--- config.mk ---
export PLATFORM = sky130hd
export DESIGN_NAME = ps2_scancode
export DESIGN_NICKNAME = d
export VERILOG_FILES = /design/src/rtl/ps2_scancode.sv
export SDC_FILE = /design/constraint.sdc
export NUM_CORES = 1
export LEC_CHECK = 0
export BUFFER_PORTS_ARGS = -buffer_cell sky130_fd_sc_hd__clkbuf_2
export CAP_MARGIN = 20
export CORE_UTILIZATION = 60
export CTS_BUF_LIST = sky130_fd_sc_hd__clkbuf_16
export CTS_CLUSTER_SIZE = 8
export DETAILED_ROUTE_END_ITERATION = 10
export GPL_TIMING_DRIVEN = 0
export PLACE_DENSITY = 0.79
export SYNTH_ARGS = -nofsm -noshare
export SYNTH_HDL_FRONTEND = slang
export SYNTH_SLANG_ARGS = --single-unit
--- constraint.sdc ---
create_clock -name clock -period 2.75 [get_ports clock]
set_clock_uncertainty 0.1 [all_clocks]
set_input_delay 0.275 -clock clock [delete_from_list [all_inputs] [get_ports clock]]
set_output_delay 0.275 -clock clock [all_outputs]
set_load 0.05 [all_outputs]
--- src/rtl/ps2_scancode.sv ---
// rtl/ps2_scancode.sv - PS/2 device-to-host frame receiver and scancode event decoder
// Strips E0/F0/E1 prefixes and presents one strobed key event per make/break code.
module ps2_scancode #(
  parameter int FILTER  = 8,
  parameter int TIMEOUT = 50000
) (
  input  logic        clock,
  input  logic        reset,
  input  logic        ps2_clk,
  input  logic        ps2_data,
  output logic [10:0] ps2,
  output logic        error
);

  localparam int FW = $clog2(FILTER + 1);
  localparam int TW = $clog2(TIMEOUT + 1);

  localparam logic [0:0] IDLE = 1'b0;
  localparam logic [0:0] RECV = 1'b1;

  logic          clk_s1_q, clk_s2_q, dat_s1_q, dat_s2_q;
  logic          filt_q, filt_d;
  logic [FW-1:0] fcnt_q, fcnt_d;
  logic [0:0]    state_q, state_d;
  logic [3:0]    bitcnt_q, bitcnt_d;
  logic [8:0]    sr_q, sr_d;
  logic [TW-1:0] to_q, to_d;
  logic          rx_done_q, rx_done_d, rx_ok_q, rx_ok_d;
  logic          ext_q, ext_d, brk_q, brk_d;
  logic [2:0]    skip_q, skip_d;
  logic          strobe_q, strobe_d, error_q, error_d;
  logic [9:0]    code_q, code_d;
  logic          fall, to_err;

  always_comb begin
    filt_d    = filt_q;
    fcnt_d    = fcnt_q;
    state_d   = state_q;
    bitcnt_d  = bitcnt_q;
    sr_d      = sr_q;
    to_d      = to_q;
    rx_done_d = 1'b0;
    rx_ok_d   = 1'b0;
    ext_d     = ext_q;
    brk_d     = brk_q;
    skip_d    = skip_q;
    strobe_d  = 1'b0;
    code_d    = code_q;
    to_err    = 1'b0;

    // The filtered level only flips after FILTER consecutive cycles of disagreement.
    fall = filt_q & ~clk_s2_q & (fcnt_q == FW'(FILTER - 1));
    if (clk_s2_q == filt_q) begin
      fcnt_d = '0;
    end else if (fcnt_q == FW'(FILTER - 1)) begin
      fcnt_d = '0;
      filt_d = clk_s2_q;
    end else begin
      fcnt_d = fcnt_q + FW'(1);
    end

    case (state_q)
      IDLE: begin
        to_d = '0;
        if (fall && !dat_s2_q) begin
          state_d  = RECV;
          bitcnt_d = 4'd1;
        end
      end
      RECV: begin
        if (fall) begin
          to_d = '0;
          if (bitcnt_q == 4'd10) begin
            state_d   = IDLE;
            bitcnt_d  = 4'd0;
            rx_done_d = 1'b1;
            rx_ok_d   = (^sr_q) & dat_s2_q;
          end else begin
            sr_d     = {dat_s2_q, sr_q[8:1]};
            bitcnt_d = bitcnt_q + 4'd1;
          end
        end else if (to_q == TW'(TIMEOUT)) begin
          state_d  = IDLE;
          bitcnt_d = 4'd0;
          to_d     = '0;
          to_err   = 1'b1;
        end else begin
          to_d = to_q + TW'(1);
        end
      end
      default: state_d = IDLE;
    endcase

    error_d = to_err | (rx_done_q & ~rx_ok_q);

    // sr_q holds the completed byte in the cycle after the stop bit.
    if (rx_done_q) begin
      if (!rx_ok_q) begin
        ext_d = 1'b0;
        brk_d = 1'b0;
      end else if (skip_q != 3'd0) begin
        skip_d = skip_q - 3'd1;
      end else begin
        case (sr_q[7:0])
          8'hE0: ext_d = 1'b1;
          8'hF0: brk_d = 1'b1;
          8'hE1: begin
            skip_d = 3'd7;
            ext_d  = 1'b0;
            brk_d  = 1'b0;
          end
          8'h00, 8'hAA, 8'hEE, 8'hFA, 8'hFE, 8'hFF: begin
            ext_d = 1'b0;
            brk_d = 1'b0;
          end
          default: begin
            ext_d = 1'b0;
            brk_d = 1'b0;
            if (!(ext_q && (sr_q[7:0] == 8'h12 || sr_q[7:0] == 8'h59))) begin
              strobe_d = 1'b1;
              code_d   = {brk_q, ext_q, sr_q[7:0]};
            end
          end
        endcase
      end
    end
  end

  always_ff @(posedge clock) begin
    if (reset) begin
      clk_s1_q  <= 1'b1;
      clk_s2_q  <= 1'b1;
      dat_s1_q  <= 1'b1;
      dat_s2_q  <= 1'b1;
      filt_q    <= 1'b1;
      fcnt_q    <= '0;
      state_q   <= IDLE;
      bitcnt_q  <= 4'd0;
      sr_q      <= '0;
      to_q      <= '0;
      rx_done_q <= 1'b0;
      rx_ok_q   <= 1'b0;
      ext_q     <= 1'b0;
      brk_q     <= 1'b0;
      skip_q    <= 3'd0;
      strobe_q  <= 1'b0;
      error_q   <= 1'b0;
      code_q    <= '0;
    end else begin
      clk_s1_q  <= ps2_clk;
      clk_s2_q  <= clk_s1_q;
      dat_s1_q  <= ps2_data;
      dat_s2_q  <= dat_s1_q;
      filt_q    <= filt_d;
      fcnt_q    <= fcnt_d;
      state_q   <= state_d;
      bitcnt_q  <= bitcnt_d;
      sr_q      <= sr_d;
      to_q      <= to_d;
      rx_done_q <= rx_done_d;
      rx_ok_q   <= rx_ok_d;
      ext_q     <= ext_d;
      brk_q     <= brk_d;
      skip_q    <= skip_d;
      strobe_q  <= strobe_d;
      error_q   <= error_d;
      code_q    <= code_d;
    end
  end

  assign ps2   = {strobe_q, code_q};
  assign error = error_q;

endmodule

# Word-level counts from Yosys, hierarchy flattened
# Cells that the tools add are included.
# word_totals
ff_bits	58
input_bits	4
out_inout_bits	12
word_cells	102
# op_classes
addsub	4
eq_ne	19
mux	26
bitwise	15
n_reduce_logical	20
# ops
op	n
$eq 8x8->1 const B	8
$mux 16	2
$pmux 16 s2	1
$add 16x1->16 const B	1
$eq 16x16->1 const B	1
$mux 4	4
$mux 1	13
$reduce_or 13->1	1
$reduce_and 3->1	4
$not 1->1	10
$reduce_or 9->1	1
$reduce_xor 9->1	1
$add 4x1->4 const B	2
$eq 8x5->1 const B	1
$eq 8x7->1 const B	1
$logic_not 8->1	1
$ne 2x2->1 const B	4
$pmux 4 s2	1
$mux 3	2
$pmux 1 s2	3
$reduce_or 3->1	2
$reduce_and 5->1	1
$and 1x1->1	4
$eq 4x3->1 const B	1
other kinds (12)	14

# Logic depth before layout (Yosys ltp)
# Gate-level depths: netlist of run 1.
# depth
depth_word	6
depth_mapped	8
depth_no_buf	6

# Worst setup path before layout of run 1
# No wires, ideal clock.
# synth_timing
kind	register -> register
startpoint	register sr_q[4]
endpoint	register code_q[0]
setup_time_ps	72
t_arrival_ps	1730
required_time_ps	2578
slack_ps	849
path_stages_with_launch	8
period_less_slack_ps	1901
cell_sequence	dfxtp_1 -> inv_1 -> ha_1 -> a22oi_1 -> o211ai_1 -> nor4_2 -> buf_4 -> mux2i_1
# synth_via
elab_chain_cells	5
word_cells_on_any_way	17
cone_classes	eq/ne (10); bitwise (2); reduce/logical (5)
# synth_rtl
item	line	source
start, declared	26	logic [8:0] sr_q, sr_d;
start signal, assigned	158	sr_q <= sr_d;
branches (longest 4 deep; another with $reduce_or 9->1)	n/a	
$reduce_and 5->1 (no source line) (*)	n/a	
end signal, assigned	167	code_q <= code_d;
end, declared	32	logic [9:0] code_q, code_d;
# Mark *: on every way between the ends.
# A chain may end at the register's enable or synchronous reset.

# Worst setup path in the final report of run 1
# layout_timing
startpoint	register sr_q[4]
endpoint	register code_q[1]
# Same word-level chain as after synthesis.

==> impl_metrics.ini, run 1 <==
[setup_path]
worst-path-max-fanout = 10
arrival_ps = 2330
worst-setup-path-type = flip-flop to flip-flop
required_ps = 2900
regToRegSetupSlack_ps = 570
critPathBufInv = 2
r2r_end = code_q[1]$_SDFFE_PP0P_
end_kind = flip-flop
crit-reg2reg-launch = sr_q[4]$_SDFFE_PP0P_
cpLargestDelayFamily = flip-flops
crit_path_max_incr_delay_ps = 430
path_cells = inv_1 > ha_1 > a22oi_1 > o211ai_1 > nor4_2 > buf_4 > mux2i_1
cp-start-kind = flip-flop
critPathSlowestCell = dfxtp_1
reg2reg_depth = 7

[drt]
wl_per_cell_microns = 14.1
drt_iter0_markers = 170
via_count = 2223
drtPass1Iterations = 7
totalWireLength_microns = 5480
vias_per_cell = 5.70
drtAntennaViolNets = 0
drc = 2

[clock_network]
cts_root_buf = clkbuf_16
clock_latency_ps = 320
cts_resized = 0
clkSinkCount = 58
path_clk_slew_ps = 50
cts_buffer_depth = 2
numCtsBuffers = 9
tritoncts = yes
htree_levels = 3
postCtsSetupBuffers = 0
cts_hold_buf = 0

[floorplan]
die_area_sq_mm = 0.00499
row_count = 24
ios = 16
die_w_microns = 70.6
die_y_microns = 70.6
core-area_sq_mm = 0.00444
start_util_pct = 63.6

[pwr]
ir_drop_mv = 0.611
p_leak_nw = 1.27
p_per_area_mw_per_mm2 = 588

[synth]
yosys.area_share.simple_pct = 23.1
synth_mux_area_share_pct = 6.73
synth.distinct_cells = 47
synth_compound_area_share_pct = 7.79
synthArstFlopShare_pct = 0
synth-adder-area-share_pct = 10.2
synth_fp_nets = 336
yosysWarningCount = 0
synth_top_area_cell = dfxtp_1
ys_ff_latch = 58
postSynthCellCount = 309
synth_top_family_by_area = simple AND/OR/NAND/NOR gates
synth.area.top_cells = dfxtp_1 41%, ha_1 10%, mux2i_1 6.7%
yosysSeqAreaShare_pct = 41.1
synth_edf_count = 0
synth.cell_area_sq_mm = 0.00283
syn_area_per_cell_sq_um = 9.15
ys_dominant_reg_cell = dfxtp_1
synth_top_area_share_pct = 41.1
synthXorXnorAreaFrac_pct = 5.89

[run_status]
violations = DRC
outcome = finished, violations left

[flow_run]
cap_violations = 0

[sta]
setup_viol_count_final = 0
period_needed_ps = 2180
layout_setup_ws_ps = 568
whs_ps = 29.4
drv_slew = 0
rsz0062_at_grt = no
worst_pin_slew_ps = 502
setup_tns_ps = 0
hold_viol = 0
timing.fmax_mhz = 458
fin_crit_sh_pct = 79.4
relSlewSlack_pct = 66.5

[cells_and_area]
fin_nets = 361
areaGrowthSynthToFinish_pct = 14.6
n_antenna_cell = 0
stdcell_area_sq_mm = 0.00324
mostFrequentLayoutCells = 58 x dfxtp_1, 33 x nor2_1, 30 x nand2_1, 23 x ha_1, 22 x inv_1
layout-drive-gt1-share_pct = 14.2
final_common_cell = dfxtp_1
finalNonFillerCells = 390

[grt]
track_usage_pct = 24.3
grt_overflow = 0
antenna_found_initial = 0
grt_pass1_vias = 2052
grt_max_degree = 11
grt_pass1_wl_microns = 9460

[min_path]
hp-class = input port to flip-flop
hold_end = clk_s1_q$_SDFF_PP1_
holdPathStages = 2
hold_start = ps2_clk

[placed_design]
place_inst = 375
dp_slack_ps = 626
gp_congestion = 0.828
port_buffers = 14
placedInstanceArea_sq_mm = 0.00296
dp_hpwl_microns = 3810
[cell usage after synthesis, types with 2 or more instances]
master / instances
mux2i_1: 19
nand4_1: 12
o21ai_0: 3
o21a_1: 2
buf_2: 2
nor4_1: 3
nand3b_1: 2
a21oi_1: 8
a31oi_1: 4
inv_1: 20
nand2_1: 30
nor4b_1: 2
xor2_1: 7
o211ai_1: 2
clkbuf_1: 5
or2_2: 6
nand3_1: 15
nand3_2: 2
ha_1: 23
nor3_1: 8
dfxtp_1: 58
buf_6: 2
nor2_1: 33
a211oi_1: 2
xnor2_1: 12
buf_4: 3
and3_1: 4
[state kept, by name, indices dropped and copies added, names as in the netlist]
| register | count |
|---|---|
| bitcnt_q | 4 |
| brk_q | 1 |
| clk_s1_q | 1 |
| clk_s2_q | 1 |
| code_q | 10 |
| dat_s1_q | 1 |
| dat_s2_q | 1 |
| error | 1 |
| ext_q | 1 |
| fcnt_q | 4 |
| filt_q | 1 |
| rx_done_q | 1 |
| rx_ok_q | 1 |
| skip_q | 3 |
| sr_q | 9 |
| state_q | 1 |
| strobe_q | 1 |
| to_q | 16 |
[cell families after synthesis]
logic type | after synthesis
AND/OR/NAND/NOR | 126
flip-flops | 58
AO/OA/AOI/OAI | 32
buffers and inverters | 32
adder cells (fa/ha/maj) | 23
XOR/XNOR | 19
multiplexers | 19
[worst max path at each step]
stage               cells past startpoint            startpoint                     end  slack, ps
finish                                  7  sr_q[4]$_SDFFE_PP0P_  code_q[1]$_SDFFE_PP0P_        570
global route                            7  sr_q[4]$_SDFFE_PP0P_  code_q[2]$_SDFFE_PP0P_        420
detailed placement                      7  sr_q[4]$_SDFFE_PP0P_  code_q[4]$_SDFFE_PP0P_        630
global placement                        7  sr_q[4]$_SDFFE_PP0P_  code_q[2]$_SDFFE_PP0P_        670
CTS                                     7  sr_q[4]$_SDFFE_PP0P_  code_q[1]$_SDFFE_PP0P_        580
floorplan                               7  sr_q[4]$_SDFFE_PP0P_  code_q[0]$_SDFFE_PP0P_        850
[area by class of cell]
cell class	count	area (sq um)
multi-input combinational	219	1520
fill	319	1210
sequential	58	1160
clock buffer	9	225
inverter	20	75.1
buffer	12	73.8
timing repair buffer	14	70.1
tap	52	65.1
clock inverter	6	51.3
[per-stage QoR]
step	utilization [%]	total power, mW
floorplan	-	0.877
global placement	66.6	0.883
detailed placement	66.6	0.884
CTS	72.9	1.92
global route	72.9	1.95
finish	72.9	1.90
[routing by layer]
metal	track usage, %	part of all wire [%]
met1	33.0	50
met2	37.1	45
met5	0	0
met4	12.7	1.9
met3	4.70	3.2
[power by group]
group          internal [mW]  switching (mW)
logic                0.00584          0.0155
clock network          0.680           0.355
registers              0.846         0.00110
total                   1.53           0.372
Note: power is estimated with default switching activity, not from simulation.
==> run 2: changes to the inputs <==
--- a/config.mk
+++ b/config.mk
@@ -7,12 +7,12 @@
 export LEC_CHECK = 0
 export BUFFER_PORTS_ARGS = -buffer_cell sky130_fd_sc_hd__clkbuf_2
 export CAP_MARGIN = 20
-export CORE_UTILIZATION = 60
+export CORE_UTILIZATION = 54
 export CTS_BUF_LIST = sky130_fd_sc_hd__clkbuf_16
 export CTS_CLUSTER_SIZE = 8
 export DETAILED_ROUTE_END_ITERATION = 10
 export GPL_TIMING_DRIVEN = 0
-export PLACE_DENSITY = 0.79
+export PLACE_DENSITY = 0.75
 export SYNTH_ARGS = -nofsm -noshare
 export SYNTH_HDL_FRONTEND = slang
 export SYNTH_SLANG_ARGS = --single-unit
==> constraint.sdc (replaced) <==
create_clock -name clock -period 1.93 [get_ports clock]
set_clock_uncertainty 0.1 [all_clocks]
set_input_delay 0.193 -clock clock [delete_from_list [all_inputs] [get_ports clock]]
set_output_delay 0.193 -clock clock [all_outputs]
set_load 0.05 [all_outputs]
==> run 2 against run 1 <==
  * The run ends with setup timing left
  * Worst setup slack lost 600 ps
  * Routed wire length increased by 16%
  * Power up 36%
  * Maximum frequency increased by 11%
  * Count of clock-buffer cells in the layout is the same
  * Sequential share of layout area decreased by 1.8 points
  * Sequential cell count unchanged
  * Utilization fell by 1.2 points
  * Register-to-register slack worse by 600 ps
  * Design area grew 8.0%
  * Sequential power increased by 40%
  * Critical path type unchanged
==> impl_metrics.ini, run 2 (synthesis results as in run 1) <==
[flow_run]
cap_violations = 0

[placed_design]
place_inst = 390
dp_slack_ps = -214
gp_congestion = 0.953
dp_hpwl_microns = 3850
port_buffers = 14

[cells_and_area]
fill_cells = 367
largest_register_ffs = 16
layout-drive-gt1-share_pct = 25.5
areaGrowthSynthToFinish_pct = 23.8
fin_nets = 379
utilization_pct = 71.7
regArea_sq_mm = 0.00119
top_register = to_q
finalNonFillerCells = 424
mostFrequentLayoutCells = 50 x dfxtp_1, 33 x nor2_1, 30 x nand2_1, 19 x mux2i_1, 18 x buf_4
n_antenna_cell = 0
final_common_cell = dfxtp_1
multi_input_area_sq_mm = 0.00159
largest_registers = to_q (16), code_q (10), sr_q (9)

[floorplan]
die_w_microns = 74.3
die_area_sq_mm = 0.00553
core-area_sq_mm = 0.00488
row_count = 25
start_util_pct = 57.9
die_y_microns = 74.3
ios = 16

[setup_path]
required_ps = 2070
arrival_ps = 2100
cp-start-kind = flip-flop
critPathSlowestCell = dfxtp_4
worst-path-max-fanout = 5
crit_path_max_incr_delay_ps = 380
worst-setup-path-type = flip-flop to flip-flop
path_cells = inv_4 > ha_4 > a22oi_2 > o211ai_1 > nor4_2 > buf_4 > buf_8 > mux2i_1
critPathBufInv = 3
end_kind = flip-flop
cpLargestDelayFamily = flip-flops

[sta]
worst_pin_slew_ps = 494
setup_tns_ps = -27.5
hold_viol = 0
setup_viol_count_final = 1
timing.fmax_mhz = 511
fin_crit_sh_pct = 101
drv_slew = 0
layout_setup_ws_ps = -27.5
relSlewSlack_pct = 67.1
period_needed_ps = 1960
rsz0062_at_grt = yes

[pwr]
p_per_area_mw_per_mm2 = 738
pwr-share-comb_pct = 1.3
p_clk_share_pct = 52.4
power.share.sequential_pct = 46.3
netSwitchingFraction_pct = 21.0
p_int_mw = 2.04
power.total_mw = 2.58
p_leak_nw = 1.34
power.switching_mw = 0.542
ir_drop_mv = 0.618

[grt]
antenna_found_initial = 0
track_usage_pct = 22.6
grt_overflow = 0
grt_pass1_wl_microns = 9280
grt_max_degree = 11
grt_pass1_vias = 2026

[drt]
drtAntennaViolNets = 0
drt_iter0_markers = 198
totalWireLength_microns = 6360
drtPass1Iterations = 5
wl_per_cell_microns = 15.0
drc = 0
via_count = 2389
vias_per_cell = 5.63

[clock_network]
tritoncts = yes
cts_root_buf = clkbuf_16
clock_latency_ps = 330
clkSinkCount = 58
cts_buffer_depth = 2
numCtsBuffers = 9
htree_levels = 3
path_clk_slew_ps = 50

[run_status]
violations = setup timing
outcome = finished, violations left

[min_path]
hp-class = input port to flip-flop
==> run 2: power groups by stage <==
| stage | clock network [mW] | logic (mW) | registers (mW) |
|---|---|---|---|
| 2_1_floorplan | 0 | 0.0203 | 1.23 |
| 3_3_place_gp | 0 | 0.0296 | 1.23 |
| 3_5_place_dp | 0 | 0.0305 | 1.23 |
| 4_1_cts | 1.36 | 0.0337 | 1.20 |
| 5_1_grt | 1.43 | 0.0374 | 1.19 |
| 6_report | 1.35 | 0.0336 | 1.19 |
==> run 2: path summary, 6_finish.rpt <==
kind / startpoint / to / slack (ps) / cells past startpoint
worst max-delay path: sr_q[4]$_SDFFE_PP0P_ / code_q[6]$_SDFFE_PP0P_ / -30 / 8
worst min-delay path: reset / rx_done_q$_SDFF_PP0_ / 190 / 2
worst max register to register: sr_q[4]$_SDFFE_PP0P_ / code_q[6]$_SDFFE_PP0P_ / -30 / 8
worst min register to register: dat_s1_q$_SDFF_PP1_ / dat_s2_q$_SDFF_PP1_ / 310 / 1
==> run 2: layer usage <==
metal | GRT usage, % | wire length (microns) | vias to the layer above
met1 | 29.4 | 2870 | 1119
li1 | - | - | 1159
met3 | 5.28 | 314 | 24
met2 | 34.4 | 2970 | 87
met5 | 0 | 0 | -
met4 | 12.6 | 206 | 0
==> run 2: what timing repair did <==
item,in CTS,in global routing
pin swaps,3,6
gates resized for setup,13,36
hold endpoints to repair,2,0
setup endpoints to repair,11,24
setup buffers,3,12
hold buffers,2,0
cloned,1,0
==> run 2: area by class of cell <==
class                   instances  area share [%]
inverters                      20            2.22
clock buffers                   9            6.44
clock inverters                 7           0.823
flip-flops and latches         58            34.0
repair buffers                 32            6.12
multi-input cells             219            45.6
well taps                      67            2.40
plain buffers                  12            2.40
==> run 2: worst reg2reg max path, cell delays in order, from the launching register on <==
cell,delay (ps)
dfxtp_4,380
inv_4,50
ha_4,180
a22oi_2,180
o211ai_1,160
nor4_2,290
buf_4,180
buf_8,130
mux2i_1,230
==> run 2: per-stage QoR <==
| step | area (sq um) | hold WS, ps |
|---|---|---|
| floorplan | 2830 | 197 |
| global placement | 2980 | 281 |
| detailed placement | 2980 | 283 |
| CTS | 3300 | 194 |
| global route | 3500 | 256 |
| finish | 3500 | 189 |
